[src/rtl/nonce_result_scanner.sv]
// Scans NUM_NONCES hasher H0 words for values below a target, keeps the lowest-index hit, writes a 3-word report.
// Optional feature macro NONCE_SCAN_EARLY_EXIT_EN: stop at the first hit instead of counting every hit.
module nonce_result_scanner #(
  parameter int NUM_NONCES = 16,
  parameter int NONCE_W    = 8
) (
  input  logic               clk,
  input  logic               reset_n,
  input  logic               start,
  input  logic [15:0]        result_addr,
  input  logic [15:0]        report_addr,
  input  logic [31:0]        target,
  output logic               done,
  output logic               found,
  output logic [NONCE_W-1:0] best_nonce,
  output logic [31:0]        best_value,
  output logic [NONCE_W:0]   hit_count,
  output logic               mem_clk,
  output logic               mem_we,
  output logic [15:0]        mem_addr,
  output logic [31:0]        mem_write_data,
  input  logic [31:0]        mem_read_data
);

  localparam int CW = NONCE_W + 1;
  localparam logic [CW-1:0] LAST_CNT  = CW'(NUM_NONCES);
  localparam logic [CW-1:0] ISSUE_LIM = CW'(NUM_NONCES - 1);
  localparam logic [CW-1:0] ONE       = CW'(1);

  typedef enum logic [2:0] {
    IDLE,
    SCAN,
    WR0,
    WR1,
    WR2,
    FIN
  } state_t;

  state_t               state_q, state_d;
  logic [15:0]          raddr_q, raddr_d;
  logic [15:0]          waddr_q, waddr_d;
  logic [31:0]          target_q, target_d;
  logic [CW-1:0]        cnt_q, cnt_d;
  logic                 done_q, done_d;
  logic                 found_q, found_d;
  logic [NONCE_W-1:0]   best_nonce_q, best_nonce_d;
  logic [31:0]          best_value_q, best_value_d;
  logic [CW-1:0]        hit_count_q, hit_count_d;
  logic                 mem_we_q, mem_we_d;
  logic [15:0]          mem_addr_q, mem_addr_d;
  logic [31:0]          mem_wdata_q, mem_wdata_d;

  logic                 cap_vld;
  logic                 hit;
  logic [NONCE_W-1:0]   cap_idx;

  // cnt_q is edges since start minus one; read data for index cnt_q-1 is valid once cnt_q >= 1
  assign cap_vld = (cnt_q != '0);
  assign hit     = (mem_read_data < target_q);
  assign cap_idx = NONCE_W'(cnt_q - ONE);

  always_comb begin
    state_d      = state_q;
    raddr_d      = raddr_q;
    waddr_d      = waddr_q;
    target_d     = target_q;
    cnt_d        = cnt_q;
    done_d       = done_q;
    found_d      = found_q;
    best_nonce_d = best_nonce_q;
    best_value_d = best_value_q;
    hit_count_d  = hit_count_q;
    mem_we_d     = mem_we_q;
    mem_addr_d   = mem_addr_q;
    mem_wdata_d  = mem_wdata_q;

    case (state_q)
      IDLE: begin
        if (start) begin
          raddr_d      = result_addr;
          waddr_d      = report_addr;
          target_d     = target;
          cnt_d        = '0;
          done_d       = 1'b0;
          found_d      = 1'b0;
          best_nonce_d = '0;
          best_value_d = 32'hFFFF_FFFF;
          hit_count_d  = '0;
          mem_we_d     = 1'b0;
          mem_addr_d   = result_addr;
          state_d      = SCAN;
        end
      end

      SCAN: begin
        cnt_d = cnt_q + ONE;
        if (cnt_q < ISSUE_LIM) begin
          mem_addr_d = raddr_q + 16'(cnt_q) + 16'd1;
        end
`ifdef NONCE_SCAN_EARLY_EXIT_EN
        if (cap_vld && hit) begin
          // first hit wins; remaining in-flight reads are dropped
          found_d      = 1'b1;
          best_nonce_d = cap_idx;
          best_value_d = mem_read_data;
          hit_count_d  = ONE;
          mem_addr_d   = mem_addr_q;
          state_d      = WR0;
        end else if (cap_vld && (cnt_q == LAST_CNT)) begin
          state_d = WR0;
        end
`else
        if (cap_vld && hit) begin
          hit_count_d = hit_count_q + ONE;
          if (!found_q) begin
            found_d      = 1'b1;
            best_nonce_d = cap_idx;
            best_value_d = mem_read_data;
          end
        end
        if (cap_vld && (cnt_q == LAST_CNT)) begin
          state_d = WR0;
        end
`endif
      end

      WR0: begin
        mem_we_d    = 1'b1;
        mem_addr_d  = waddr_q;
        mem_wdata_d = {found_q, {(31-NONCE_W){1'b0}}, best_nonce_q};
        state_d     = WR1;
      end

      WR1: begin
        mem_we_d    = 1'b1;
        mem_addr_d  = waddr_q + 16'd1;
        mem_wdata_d = best_value_q;
        state_d     = WR2;
      end

      WR2: begin
        mem_we_d    = 1'b1;
        mem_addr_d  = waddr_q + 16'd2;
        mem_wdata_d = {{(31-NONCE_W){1'b0}}, hit_count_q};
        state_d     = FIN;
      end

      FIN: begin
        mem_we_d = 1'b0;
        done_d   = 1'b1;
        state_d  = IDLE;
      end

      default: begin
        state_d  = IDLE;
        mem_we_d = 1'b0;
      end
    endcase
  end

  always_ff @(posedge clk or negedge reset_n) begin
    if (!reset_n) begin
      state_q      <= IDLE;
      raddr_q      <= '0;
      waddr_q      <= '0;
      target_q     <= '0;
      cnt_q        <= '0;
      done_q       <= 1'b0;
      found_q      <= 1'b0;
      best_nonce_q <= '0;
      best_value_q <= 32'hFFFF_FFFF;
      hit_count_q  <= '0;
      mem_we_q     <= 1'b0;
      mem_addr_q   <= '0;
      mem_wdata_q  <= '0;
    end else begin
      state_q      <= state_d;
      raddr_q      <= raddr_d;
      waddr_q      <= waddr_d;
      target_q     <= target_d;
      cnt_q        <= cnt_d;
      done_q       <= done_d;
      found_q      <= found_d;
      best_nonce_q <= best_nonce_d;
      best_value_q <= best_value_d;
      hit_count_q  <= hit_count_d;
      mem_we_q     <= mem_we_d;
      mem_addr_q   <= mem_addr_d;
      mem_wdata_q  <= mem_wdata_d;
    end
  end

  assign mem_clk        = clk;
  assign done           = done_q;
  assign found          = found_q;
  assign best_nonce     = best_nonce_q;
  assign best_value     = best_value_q;
  assign hit_count      = hit_count_q;
  assign mem_we         = mem_we_q;
  assign mem_addr       = mem_addr_q;
  assign mem_write_data = mem_wdata_q;

endmodule

[config.mk]
export PLATFORM = sky130hd
export DESIGN_NAME = nonce_result_scanner
export DESIGN_NICKNAME = d
export VERILOG_FILES = /design/src/rtl/nonce_result_scanner.sv
export SDC_FILE = /design/constraint.sdc
export NUM_CORES = 1
export LEC_CHECK = 0
export ABC_AREA = 1
export BUFFER_PORTS_ARGS = -buffer_cell sky130_fd_sc_hd__buf_2
export CORE_MARGIN = 2
export CORE_UTILIZATION = 56
export CTS_CLUSTER_SIZE = 20
export DETAILED_ROUTE_END_ITERATION = 12
export HOLD_SLACK_MARGIN = 0.08
export PLACE_DENSITY = 0.88
export REMOVE_ABC_BUFFERS = 1
export SYNTH_ARGS = -nofsm -noshare
export SYNTH_HDL_FRONTEND = slang
export SYNTH_SLANG_ARGS = --single-unit
[constraint.sdc]
create_clock -name clk -period 2.2 [get_ports clk]
set_input_delay 0.44 -clock clk [delete_from_list [all_inputs] [get_ports clk]]
set_output_delay 0.44 -clock clk [all_outputs]
set_load 0.1 [all_outputs]
* Word-level counts from Yosys, hierarchy flattened
Index checks and enable logic that the tools add are counted.
** Word-level totals
- Bits in registers :: 176
- Input bits :: 99
- Output and inout port bits :: 101
- Word-level logic and storage cells :: 75
** Operators by class
- Add/sub/neg operators :: 7
- Order comparisons :: 2
- Equality and inequality tests :: 11
- Multiplexer cells :: 24
- Bitwise operators :: 1
- Reduce and logical (&&, ||, !) cells :: 17
** Operator list (count)
- 32-bit 2-to-1 mux :: 3
- 32-bit case mux with 3 select lines :: 1
- 16-bit case mux with 5 select lines :: 1
- 32-bit case mux with 2 select lines :: 1
- 9-bit case mux with 2 select lines :: 2
- 16-bit by 1-bit adder with 16-bit output (second input constant) :: 2
- 32-bit less-than comparator :: 1
- 16-bit 2-to-1 mux :: 2
- 8-bit 2-to-1 mux :: 3
- 9-bit by 1-bit adder with 9-bit output (second input constant) :: 2
- 9-bit 2-to-1 mux :: 2
- 16-bit by 2-bit adder with 16-bit output (second input constant) :: 1
- 16-bit by 9-bit adder with 16-bit output :: 1
- 8-bit case mux with 2 select lines :: 1
- 3-bit case mux with 5 select lines :: 1
- 2-bit != test (second input constant) :: 5
- 2-bit AND reduction :: 5
- 9-bit by 5-bit == test with 1-bit output (second input constant) :: 1
- 9-bit by 4-bit less-than comparator with 1-bit output (second input constant) :: 1
- 9-bit nonzero test :: 1
- 8-bit by 1-bit subtractor with 8-bit output (second input constant) :: 1
- 3-bit by 2-bit == test with 1-bit output (second input constant) :: 2
- 3-bit == test (second input constant) :: 2
- 3-bit 2-to-1 mux :: 2
- 13 further kinds :: 18

* Logic depth before layout (Yosys ltp)
- Depth in word-level cells :: 4
- Depth in mapped cells :: 16

==> out/results.txt <==
largest fanout on the critical path: 10
DR vias: 9,336
Hold WC Path Type: input pin to flop
yosys warns: 0
setup_tns: 0 ns
Worst setup EP type: flop
Syn Area/Cell: 7.99 um2
Compound-Gate Fraction of Synth Area: 13.5%
Crit-path slowest cell: dfrtp_1
clock latency reported for the late side of the worst-skew pair: 0.56 ns
layout cells sized above 1: 25.8%
largest area contributor in the netlist: dfrtp_1
die height: 135 um
Layout area overhead: 22.6%
DR iter-0 viols: 1,085
Slew headroom: 59.7%
Hold Vio Cnt, Final: 0
largest net degree at the start of global routing: 74
clock skew: 0.0103 ns
Tot GR Track Use: 30.5%
Die Wd: 135 um
Max Freq: 476 MHz
top-area cell type share of the netlist area: 37.6%
cell area after layout: 11,700 um2
Placed Instance Area: 10,900 um2
initial antenna violation count: 3
Initial Utilization: 57.6%
placer congestion estimate: 0.956
flops & latches, synth: 176
die area: 18,200 um2
Finished Layout Cells: 1,645
CORE AREA: 16,600 um2
Clk pin slew, worst setup/hold paths: 0.08 ns
row count: 47
fin nets: 1,556
Post-Syn Area: 9580 um2
PortBufs: 199
Power Density: 591 nW/um2
Synth Area in Adders: 6.21%
Boundary Pins: 200
Slowest Stage Delay on Critical Path: 0.54 ns
period utilization: 95.6%
ys async rst share: 100%
fin. max-slew vios: 0
total power: 6.94 mW
Startpoint Class: flop
required time of the worst setup path: 2.64 ns
Routed WL: 27,500 um
Post-DP HPWL: 19,500 um
gr ovfl total: 0
xor and xnor area share after synthesis: 1.28%
CTS tree: done
Gate Count Post-Synth: 1,199
CP arrival: 2.54 ns
Top cell by count, worst path: o21ai_0
ys flop type: dfrtp_1
first-pass GRT wire length: 43,500 um
# Max-Cap Violations: 0
vias in the first global route: 8,836
Final ANT Viol Nets: 0
First-pass DRT Iterations: 8
Routed WL per cell: 16.7 um
top cells by area, synth: dfrtp_1 (38%), nand2_1 (13%), dfstp_2 (8.8%), o21ai_0 (6.2%), ha_1 (6.0%)
# setup viols final: 0
setup ws final: 0.0973 ns
status: finished clean
dpl ws: -0.104 ns
leakage: 6.46 nW
CP Class: flop to flop
peak supply drop: 0.933 mV
mux share of post-synthesis cell area: 0.118%
Critical Path, Cell by Cell: nor2_2 -> nand2_1 -> nand2_2 -> inv_2 -> o211ai_1 -> o21ai_0 -> o21ai_0 -> o22ai_1 -> inv_1
main combinational cell family by area after synthesis: simple AND/OR/NAND/NOR gates
number of synthesized flops with an enable pin: 0
slew at the pin with the worst max-slew slack: 0.604 ns
post-synthesis cell type count: 41
Final Critical Period: 2.10 ns
simple-gate share of the synthesized area: 24.7%
register area share after synthesis: 46.4%
drt drc: 0
placed insts: 1,602
Vias/cell: 5.68
-- registers in the layout, indices dropped and copies added, names as in the netlist --
signal	cells
state_q	3
mem_we	1
best_nonce	8
waddr_q	16
found	1
raddr_q	16
cnt_q	9
hit_count	9
best_value	32
mem_write_data	32
mem_addr	16
target_q	32
done	1
-- critical path, delay by kind of cell, from the launching register on --
kind            cells  cell delay, ns
simple gates        3            0.56
compound gates      4            0.56
flops               1            0.54
buf+inv             2            0.33
-- per-stage QoR --
step           utilization, %  hold WS, ns
2_1_floorplan               -        0.144
3_3_place_gp             65.8        0.451
3_5_place_dp             65.8        0.461
4_1_cts                  70.0       0.0809
5_1_grt                  70.6       0.0988
6_report                 70.6       0.0894
-- layout make-up --
class	instances	area, um2
Fill cell	1243	4890
Multi-Input combinational cell	842	4480
Sequential cell	176	4450
Timing Repair Buffer	237	1380
Clock buffer	23	533
Inverter	132	495
Tap cell	220	275
Clock inverter	13	135
Antenna cell	2	5.00
-- worst paths after layout --
check                      cells after the start  startpoint  slack (ns)           end
max                                            9  state_q[0]         0.1   mem_addr[5]
min                                            3  target[14]        0.09  target_q[14]
max reg2reg                                    9  state_q[0]         0.1   mem_addr[5]
min reg2reg                                    2      mem_we        0.48        mem_we
max in group asynchronous                      3     reset_n        1.06  mem_addr[11]
min in group asynchronous                      2     reset_n        0.45   target_q[0]
-- cells in the final DEF (no fill, tap or decap), drive strengths merged --
cell type / count
clkinvlp: 1
o22ai: 8
o31ai: 2
a22o: 23
ha: 46
inv: 141
xnor2: 2
nor2: 72
nand2: 333
o21a: 1
dfrtp: 144
or2: 35
and2: 1
xor2: 12
and3: 1
o21bai: 2
fa: 1
diode: 2
nor3b: 1
a21oi: 45
o211ai: 6
a31oi: 7
nor3: 12
nor4: 1
nand3b: 4
buf: 234
dfstp: 32
dlygate4sd3: 4
nand4: 7
clkbuf: 22
clkinv: 3
nand3: 88
a221oi: 10
mux2: 1
o21ai: 121
-- power by group --
group	switching [mW]	internal, mW	leakage (nW)
clock network	1.64	1.82	0.328
logic	0.142	0.114	4.07
registers	0.00000825	3.24	2.06
total	1.78	5.17	6.46
-- synthesized netlist by cell type, drive strengths merged, types with 23 or more instances --
cell type	count
or2	35
nand2	333
nand3	88
ha	46
nor2	72
dfrtp	144
dfstp	32
o21ai	121
a21oi	45
inv	132
a22o	23
buf	29
-- timing repair --
item                                   in CTS  in global routing
pin swaps                                   0                  3
hold buffers                                4                  0
resized for setup                           1                 21
buffers inserted                            0                  2
setup endpoints to repair                   1                 51
endpoints found under the hold margin      43                  0
cloned                                      0                  0
-- layer usage --
layer  routed length (um)  global-route usage [%]  up-vias
li1                     -                       -     4342
met1                11000                    39.4     4450
met2                13200                    49.2      467
met3                 2290                    6.79       75
met4                  944                    14.2        2
met5                   13                       0        -
-- cell families (layout without fill, tap and decap cells) --
logic type | Yosys count | count (layout)
flops | 176 | 176
mux | 1 | 1
xor+xnor | 14 | 14
other cells | 0 | 2
compound gates | 225 | 225
simple gates | 555 | 555
buf+inv | 181 | 405
fa+ha+maj | 47 | 47
No activity file was read; power rests on OpenSTA's default activity.
